### config.mk
export PLATFORM = sky130hd
export DESIGN_NAME = levit_stage_sequencer
export DESIGN_NICKNAME = d
export VERILOG_FILES = /design/src/rtl/levit_stage_sequencer.sv
export SDC_FILE = /design/constraint.sdc
export NUM_CORES = 1
export LEC_CHECK = 0
export ABC_CLOCK_PERIOD_IN_PS = 1950
export CAP_MARGIN = 10
export CORE_UTILIZATION = 25
export DETAILED_ROUTE_END_ITERATION = 12
export GPL_TIMING_DRIVEN = 1
export RECOVER_POWER = 100
export SLEW_MARGIN = 30
export SYNTH_ARGS = -nofsm -noshare
export SYNTH_HDL_FRONTEND = slang
export SYNTH_SLANG_ARGS = --single-unit
### constraint.sdc
create_clock -name clk -period 1.95 [get_ports clk]
set_clock_uncertainty 0.05 [all_clocks]
set_input_delay 0.2925 -clock clk [delete_from_list [all_inputs] [get_ports clk]]
set_output_delay 0.2925 -clock clk [all_outputs]
set_load 0.02 [all_outputs]
### src/rtl/levit_stage_sequencer.sv
// levit_stage_sequencer: chains N_STAGE compute stages, overlapping frames, sticky error, frame count.
// Optional per-stage watchdog enabled by defining LEVIT_SEQ_WATCHDOG_EN.
module levit_stage_sequencer #(
  parameter int N_STAGE = 11,
  parameter int FRAME_W = 8,
  parameter int WDOG_W  = 16
) (
  input  logic                       clk,
  input  logic                       rst,
  input  logic                       start,
  output logic                       start_ready,
  input  logic [N_STAGE-1:0]         stage_end,
  output logic [N_STAGE-1:0]         stage_en,
  output logic                       busy,
  output logic                       done,
  output logic [FRAME_W-1:0]         frame_cnt,
  input  logic [WDOG_W-1:0]          wdog_limit,
  input  logic                       err_clr,
  output logic                       err,
  output logic [1:0]                 err_code,
  output logic [$clog2(N_STAGE)-1:0] err_stage
);
  localparam int SW = $clog2(N_STAGE);
  logic [N_STAGE-1:0] en_q, en_d, pend_q, pend_d, gap_q, gap_d;
  logic [N_STAGE-1:0] acc, pred, ovf, wto, hit;
  logic               done_q, done_d, err_q, err_d;
  logic [FRAME_W-1:0] frame_q, frame_d;
  logic [1:0]         code_q, code_d;
  logic [SW-1:0]      stg_q, stg_d;
  assign start_ready = !en_q[0] && !pend_q[0] && !err_q;
  assign acc         = stage_end & en_q & {N_STAGE{!err_q}};
`ifdef LEVIT_SEQ_WATCHDOG_EN
  logic [WDOG_W-1:0] cnt_q [N_STAGE];
  logic [WDOG_W-1:0] cnt_d [N_STAGE];
  always_comb begin
    for (int i = 0; i < N_STAGE; i++) begin
      cnt_d[i] = (en_q[i] && !acc[i]) ? cnt_q[i] + WDOG_W'(1) : '0;
      wto[i]   = en_q[i] && !acc[i] && (wdog_limit != '0) &&
                 ({1'b0, cnt_q[i]} + (WDOG_W+1)'(1) >= {1'b0, wdog_limit});
    end
  end
  always_ff @(posedge clk) begin
    for (int i = 0; i < N_STAGE; i++) cnt_q[i] <= rst ? '0 : cnt_d[i];
  end
`else
  logic unused_wdog;
  assign unused_wdog = ^wdog_limit;
  assign wto = '0;
`endif
  // A stage that ends while another frame waits (or arrives) drops its enable for one gap cycle.
  always_comb begin
    pred    = acc << 1;
    pred[0] = start && start_ready;
    for (int i = 0; i < N_STAGE; i++) begin
      ovf[i]    = pred[i] && pend_q[i] && !acc[i];
      en_d[i]   = acc[i] ? 1'b0 : (en_q[i] || gap_q[i] || pred[i]);
      gap_d[i]  = acc[i] && (pend_q[i] || pred[i]);
      pend_d[i] = acc[i] ? (pend_q[i] && pred[i])
                         : (pend_q[i] || (pred[i] && (en_q[i] || gap_q[i])));
    end
    hit    = ovf | wto;
    err_d  = err_q && !err_clr;
    code_d = err_clr ? 2'b00 : code_q;
    stg_d  = err_clr ? '0 : stg_q;
    for (int i = N_STAGE - 1; i >= 0; i--) begin
      if (hit[i]) begin
        stg_d  = SW'(i);
        code_d = ovf[i] ? 2'b01 : 2'b10;
      end
    end
    if (|hit) begin
      err_d  = 1'b1;
      en_d   = '0;
      pend_d = '0;
      gap_d  = '0;
    end
    done_d  = acc[N_STAGE-1];
    frame_d = frame_q + FRAME_W'(acc[N_STAGE-1]);
  end
  always_ff @(posedge clk) begin
    if (rst) begin
      en_q    <= '0;
      pend_q  <= '0;
      gap_q   <= '0;
      done_q  <= 1'b0;
      frame_q <= '0;
      err_q   <= 1'b0;
      code_q  <= 2'b00;
      stg_q   <= '0;
    end else begin
      en_q    <= en_d;
      pend_q  <= pend_d;
      gap_q   <= gap_d;
      done_q  <= done_d;
      frame_q <= frame_d;
      err_q   <= err_d;
      code_q  <= code_d;
      stg_q   <= stg_d;
    end
  end
  assign stage_en  = en_q;
  assign busy      = |(en_q | pend_q | gap_q);
  assign done      = done_q;
  assign frame_cnt = frame_q;
  assign err       = err_q;
  assign err_code  = code_q;
  assign err_stage = stg_q;
endmodule

==> results.cfg, run 1 <==
[drt]
vias = 2061
drc = 0
viasPerCell = 4.76
wl_per_cell_um = 13.6
drtIter0Drc = 108
firstDrtPassIters = 4
final_antenna_net_count = 0
routed_wl_um = 5890

[worst_setup_path]
cp_cell_sequence = buf_4 > and3b_4 > a32oi_4 > nand4_4 > or2_4 > buf_12 > a211oi_4
slowest_stage = dfxtp_2
start_kind = register
crit_arrival_ps = 2050
r2r_slack_ps = 80
end_kind = register
cp_max_fo = 24
critical_path_class = register to register
rr_endpoint = stage_en[2]
critical_path.max_stage_delay_ps = 340
reg2reg_from = stage_en[5]
worstRegToRegCells = 7
critPathRequiredTime_ps = 2140

[finish]
drive_gt1_share_pct = 25.8
final_cell_mix = dfxtp_1 (45), buf_4 (37), nor2_1 (30)
fin_cells = 433
final_common_cell = dfxtp_1
diodes = 0
fin_util_pct = 36.7
nNetsFinal = 357
syn_to_final_growth_pct = 43.0

[clock_network]
cts_buffers = 5
cts_tree = yes
cts_root_buffer = clkbuf_8
htreeDepth = 2
clk_latency_ps = 310
ctsHoldBuffers = 0
path_clk_slew_ps = 100
cts_buffer_depth = 2
clock-sinks = 48

[timing]
layout_setup_ws_ps = 84.6
hold_viol_final = 0
fin_crit_sh_pct = 95.7
slew_viol_final = 0
setup_viol = 0
fin_tns_setup_ps = 0
fin_crit_ps = 1870
max_freq_mhz = 536

[placement]
dp_cells = 420
place_hpwl_um = 4340
pre_cts_ws_ps = -320
gp_congestion = 0.791
place.port_buffers = 42

[die]
die_area_um2 = 9290
core_area_um2 = 8680
dieHeight_um = 96.4
die_w_um = 96.4
ios = 60
start_util_pct = 25.7
rows = 34

[min_path]
holdPathEnd = err_code[0]
min_path_cells = 2
hold_path_class = register to register
hp-start = err_code[0]

[logic_synthesis]
synth-edff-count = 0
synth_seq_area_share_pct = 43.1
syn-num-nets = 282
yosysWarnings = 0
synth_cells = 249
syn_avg_cell_area_um2 = 8.94
ys.flop_type = dfxtp_1
ys_ff_latch = 48
synth_area_um2 = 2230
yosysUniqueCellTypes = 44
ys_async_sr_fraction_pct = 0

[power]
p_per_area_nw_per_um2 = 580
p_leak_uw = 0.00128
peakVddDrop_mv = 0.249
power.total_uw = 1850

[global_routing]
grt_max_degree = 25
grt_pass1_wl_um = 9460
grt_use_total_pct = 13.5
first_global_vias = 1931
antenna_found_initial = 0
overflow = 0

[outcome]
status = complete, no violations

[flow_run]
maxCapViolations = 0
## power by group
part / switching, uW / internal (uW) / total, uW
Sequential: 11.2 / 989 / 1000
Clock: 356 / 288 / 644
Combinational: 103 / 101 / 204
Total: 471 / 1380 / 1850
## layer usage
layer | up-vias | track usage (%) | wire (um)
met5 | - | 0 | 0
met4 | 0 | 5.27 | 100
met3 | 9 | 2.82 | 203
met2 | 37 | 21.7 | 2840
met1 | 978 | 17.5 | 2750
li1 | 1037 | - | -
## final cells by class
class	instances	area, um2
Fill cell	905	5490
Multi-Input combinational cell	184	1230
Sequential cell	48	967
Timing Repair Buffer	82	739
Tap cell	108	135
Clock buffer	6	82.6
Clock inverter	2	15.0
Inverter	3	11.3
## cell families (layout without fill, tap and decap cells)
kind of cell | count (synthesis) | after routing | synth area share [%]
flops | 48 | 48 | 43.1
buf+inv | 17 | 93 | 4.44
other cells | 1 | 1 | 0.168
fa+ha+maj | 2 | 2 | 1.12
xor+xnor | 6 | 6 | 2.36
simple gates | 119 | 119 | 29.8
compound gates | 56 | 56 | 18.9
## critical path: cells and delay by family (launching register included)
kind            cells  cell delay (ps)
compound gates      2              460
buf+inv             2              320
flops               1              340
simple gates        3              620
## how the worst max path moves through the flow
stage | start | to | slack, ps
finish | stage_en[5] | stage_en[2] | 80
global placement | stage_end[5] | stage_en[10] | -250
floorplan | err | stage_en[2] | 20
detailed placement | stage_end[7] | stage_en[3] | -320
CTS | stage_end[5] | stage_en[8] | 10
global route | stage_en[5] | err_stage[1] | -2
## Yosys cell counts, drive strengths merged (3+ instances only)
library cell / number / area share, %
nand2: 20 / 3.4
inv: 3 / 0.51
nor4: 4 / 1.1
o21ai: 20 / 4.5
a32oi: 3 / 3.7
or3: 3 / 0.84
and3b: 10 / 4.3
buf: 8 / 2.9
a211oi: 8 / 3.7
or2: 5 / 1.4
a21oi: 13 / 2.9
and3: 5 / 1.4
clkbuf: 6 / 1.0
nor3: 15 / 4.7
nor2: 34 / 5.7
xor2: 4 / 1.6
nand4: 4 / 1.8
dfxtp: 48 / 43
nand3: 11 / 2.5
a21boi: 3 / 1.0
## flip-flops by register name, summed over array words and instances (netlist names)
| signal | flops |
|---|---|
| done | 1 |
| err | 1 |
| stage_en | 11 |
| pend_q | 11 |
| frame_cnt | 8 |
| gap_q | 11 |
| err_stage | 4 |
| err_code | 1 |
## through the flow
step	area, um2	hold slack [ps]
global route	3190	455
floorplan	2230	314
global placement	2980	397
finish	3190	417
CTS	3090	429
detailed placement	2980	415
## repair_timing
action / 4_1_cts / 5_1_grt
setup endpoints to repair: 6 / 19
buffers inserted: 2 / 3
pin swaps: 1 / 9
gates resized for setup: 10 / 20
(Power assumes the default switching activity.)
==> run 2: changes to the inputs <==
- ABC_AREA: not set -> 1
- ABC_CLOCK_PERIOD_IN_PS: 1950 -> not set
==> run 2 against run 1 <==
Effect of this change:
- power is 0.89% lower
- critical path type is now register to primary output
- design area down 1.5%
- clock power down 0.8%
- die area up 3.1%
- the run now ends with DRC left
- fmax is 0.98% lower
- highest routed layer unchanged
==> results.cfg, run 2 <==
[clock_network]
clk_latency_ps = 310
cts_buffers = 5
clock-sinks = 48
cts_tree = yes
cts_buffer_depth = 2
cts_root_buffer = clkbuf_8
path_clk_slew_ps = 90
ctsHoldBuffers = 0
htreeDepth = 2

[timing]
hold_viol_final = 0
fin_tns_setup_ps = 0
max_freq_mhz = 531
setup_viol = 0
grt_setup_unrepaired = false
fin_crit_ps = 1880
slew_viol_final = 0
fin_crit_sh_pct = 96.6

[finish]
nNetsFinal = 423
fin_area_um2 = 3140
syn_to_final_growth_pct = 36.6
drive_gt1_share_pct = 20.5
final_common_cell = nand2_1
final_cell_mix = nand2_1 (63), nor2_1 (51), dfxtp_1 (46)
fin_util_pct = 35.6
fin_cells = 499
diodes = 0

[drt]
wl_per_cell_um = 11.6
firstDrtPassIters = 10
drc = 5
drtIter0Drc = 94
vias = 2218
viasPerCell = 4.44
final_antenna_net_count = 0
routed_wl_um = 5770

[placement]
place_hpwl_um = 4480
place.port_buffers = 42
dp_cells = 491
gp_congestion = 0.833
placed_cell_area_um2 = 3100

[logic_synthesis]
synth-edff-count = 0
yosysUniqueCellTypes = 31
synth_top_area_share_pct = 41.8
ys_async_sr_fraction_pct = 0
synth_area_um2 = 2300
synth_most_common_cell = nand2_1
syn-num-nets = 344
syn_avg_cell_area_um2 = 7.39
ys_ff_latch = 48
synth_seq_area_share_pct = 41.8
yosysWarnings = 0
synthTopCellsByCount = nand2_1 (62), nor2_1 (51), dfxtp_1 (48)
yosysTopAreaCell = dfxtp_1
ys.flop_type = dfxtp_1
synthTopCellsByArea = dfxtp_1 (42%), nand2_1 (10%), nor2_1 (8.3%), inv_1 (5.6%), nor4_2 (3.8%)
synth_cells = 311

[global_routing]
overflow = 0
first_global_vias = 2133
grt_pass1_wl_um = 9630
grt_use_total_pct = 12.5
grt_max_degree = 16
antenna_found_initial = 0

[die]
core_area_um2 = 8810
ios = 60
die_area_um2 = 9580
rows = 34
die_w_um = 97.9
start_util_pct = 26.1
dieHeight_um = 97.9

[worst_setup_path]
critPathRequiredTime_ps = 1610
cp_max_fo = 2
crit_arrival_ps = 1540
end_kind = primary output
critical_path_class = register to primary output
start_kind = register

[power]
p_leak_uw = 0.00146
peakVddDrop_mv = 0.251
p_per_area_nw_per_um2 = 583
power.total_uw = 1830

[outcome]
violations = DRC
status = finished with violations

[min_path]
hold_path_class = register to register

[flow_run]
maxCapViolations = 0
run 2: cell type report:
cell class                 count  area, um2
multi-input combinational    219       1130
clock buffer                   6       82.6
sequential                    48        963
clock inverter                 2       13.8
timing repair buffer          78        669
tap                          108        135
fill                         945       5670
inverter                      38        145
run 2: stage by stage:
step           worst slack, ps  hold slack, ps
2_1_floorplan              250             409
3_3_place_gp              -141             410
3_5_place_dp              -103             414
4_1_cts                   10.3             429
5_1_grt                   18.7             474
6_report                  66.0             423
run 2: worst paths after layout:
path / startpoint / end / slack [ps] / depth (start not counted)
max: pend_q[1] / busy / 70 / 4
max reg2reg: err / stage_en[2] / 150 / 10
min reg2reg: frame_cnt[7] / frame_cnt[7] / 420 / 2
min: frame_cnt[7] / frame_cnt[7] / 420 / 2
run 2: cell families after synthesis:
kind of cell | after synthesis | share of synthesized area [%]
buffers and inverters | 44 | 8.60
adder cells (fa/ha/maj) | 3 | 1.52
flip-flops | 48 | 41.8
AO/OA/AOI/OAI | 31 | 7.24
AND/OR/NAND/NOR | 183 | 40.3
other | 1 | 0.163
XOR/XNOR | 1 | 0.381
run 2: metal layers:
layer,wire length (um),GRT usage [%],up-vias,share of wire [%]
met5,0,0,-,0
met4,40,3.26,0,0.69
met3,267,2.72,5,4.6
met2,2600,21.1,47,45
met1,2860,16.0,1000,50
li1,-,-,1166,-
run 2: timing repair:
item                       4_1_cts  5_1_grt
pin swaps                        0        3
setup endpoints to repair        1        7
resized for setup                5        8
buffers inserted                 0        0
gates cloned                     0        0
run 2: where the power goes:
group	internal [uW]	total [uW]	switching, uW
Sequential	989	995	5.92
Combinational	89.4	196	107
Clock	291	639	349
run 2: worst max-delay path: stages, from the launching register on:
cell	delay (ps)
dfxtp_1	320
or3_4	410
nor3_4	200
nand4_1	130
buf_4	180
==> run 3: changes to the inputs <==
- RECOVER_POWER: 100 -> not set
==> run 3 against run 2 <==
Effect of this change:
- clock power about the same
- the flow still finishes with violations (DRC)
- largest cell class unchanged
- utilization increased by 0.90 points
- final cell count stayed put
- worst setup slack got worse by 2.1 ps
- highest routed layer unchanged
- sequential share of layout area is 0.75 points lower
- critical path type unchanged
- global-route usage is the same
- first-iteration DRC count shrank 16%
- count of clock-buffer cells in the layout unchanged
==> results.cfg, run 3 (synthesized netlist as in run 2, its figures left out) <==
[drt]
viasPerCell = 4.41
final_antenna_net_count = 0
drc = 5
firstDrtPassIters = 10
wl_per_cell_um = 11.6
routed_wl_um = 5770
drtIter0Drc = 79
vias = 2203

[global_routing]
grt_use_total_pct = 12.5
antenna_found_initial = 0
grt_pass1_wl_um = 9630
grt_max_degree = 16
overflow = 0
first_global_vias = 2133

[finish]
nNetsFinal = 423
syn_to_final_growth_pct = 40.0
drive_gt1_share_pct = 22.0
fin_util_pct = 36.5
final_common_cell = nand2_1
final_cell_mix = nand2_1 (62), nor2_1 (51), dfxtp_1 (46)
diodes = 0

[timing]
max_freq_mhz = 530
holdWs_ps = 427
fin_crit_ps = 1890
fin_crit_sh_pct = 96.7
setup_viol = 0
fin_tns_setup_ps = 0
grt_setup_unrepaired = false
hold_viol_final = 0
slew_viol_final = 0

[die]
die_area_um2 = 9580
dieHeight_um = 97.9
rows = 34
die_w_um = 97.9
ios = 60
start_util_pct = 26.1
core_area_um2 = 8810

[power]
clock_power_share_pct = 34.5
power.total_uw = 1850
power_frac_comb_pct = 11.6
switching_share_pct = 25.1
p_leak_uw = 0.00140
p_per_area_nw_per_um2 = 574
peakVddDrop_mv = 0.250
seqPwrFrac_pct = 53.9
p_int_uw = 1380
p_switching_uw = 463

[outcome]
violations = DRC
status = finished with violations

[worst_setup_path]
reg2reg_from = err
critical_path_class = register to primary output
worstRegToRegCells = 9
start_kind = register
cp_max_fo = 2
rr_endpoint = err
r2r_slack_ps = 250
end_kind = primary output
worstSetupStartpoint = pend_q[1]
critPathRequiredTime_ps = 1610
crit_arrival_ps = 1540

[placement]
place_hpwl_um = 4480
gp_congestion = 0.833
place.port_buffers = 42

[clock_network]
cts_buffer_depth = 2
htreeDepth = 2
clk_latency_ps = 300
cts_tree = yes
cts_buffers = 5
path_clk_slew_ps = 90
postCtsSetupBuffers = 0
cts_root_buffer = clkbuf_8
ctsHoldBuffers = 0
clock-sinks = 48

[min_path]
hold_path_class = register to register
min_path_cells = 2
holdPathEnd = frame_cnt[7]
hp-start = frame_cnt[7]

[flow_run]
maxCapViolations = 0
-- run 3: cell types whose count changed in the layout (fill, tap and decap cells not counted), moves of 2 or more --
cell             before  now
nor4_2                4    7
clkbuf_4              3    0
buf_12                0    2
buf_4                30   34
nor4_1                5    2
clkdlybuf4s50_1      13   40
clkbuf_1              3    0
dlygate4sd3_1        27    0
-- run 3: worst max path at each step --
stage	endpoint	slack, ps
2_1_floorplan	frame_cnt[6]	250
3_3_place_gp	busy	-140
3_5_place_dp	busy	-100
4_1_cts	start_ready	10
5_1_grt	busy	20
6_report	busy	60
-- run 3: what timing repair did --
action,in CTS,in global routing
endpoints found under the setup margin,1,7
resized for setup,5,8
endpoints found under the hold margin,0,0
pin swaps,0,3
-- run 3: metal layers --
layer,wire [um],vias up,global-route usage (%)
met3,243,5,2.72
met2,2630,44,21.1
met4,40,0,3.26
li1,-,1162,-
met1,2860,992,16.0
met5,0,-,0
-- run 3: critical path, stage by stage (launching register included) --
cell	delay, ps
dfxtp_1	320
or3_4	410
nor3_4	200
nand4_1	150
buf_6	160
-- run 3: power groups by stage --
stage / sequential [uW] / combinational (uW) / clock [uW]
2_1_floorplan: 1030 / 93.8 / 0
3_3_place_gp: 1020 / 206 / 0
3_5_place_dp: 1020 / 207 / 0
4_1_cts: 996 / 204 / 661
5_1_grt: 997 / 233 / 706
6_report: 996 / 214 / 637
-- run 3: cell type report --
| type | count | area (um2) |
|---|---|---|
| fill | 930 | 5590 |
| multi-input combinational | 219 | 1160 |
| sequential | 48 | 963 |
| timing repair buffer | 78 | 719 |
| inverter | 38 | 145 |
| tap | 108 | 135 |
| clock buffer | 6 | 82.6 |
| clock inverter | 2 | 13.8 |
-- run 3: per-stage QoR --
step / instances / setup WS (ps) / instance area [um2]
6_report: 499 / 64.0 / 3220
5_1_grt: 499 / 16.2 / 3220
4_1_cts: 499 / 10.3 / 3190
3_5_place_dp: 491 / -103 / 3100
3_3_place_gp: 491 / -141 / 3100
2_1_floorplan: 311 / 250 / 2300
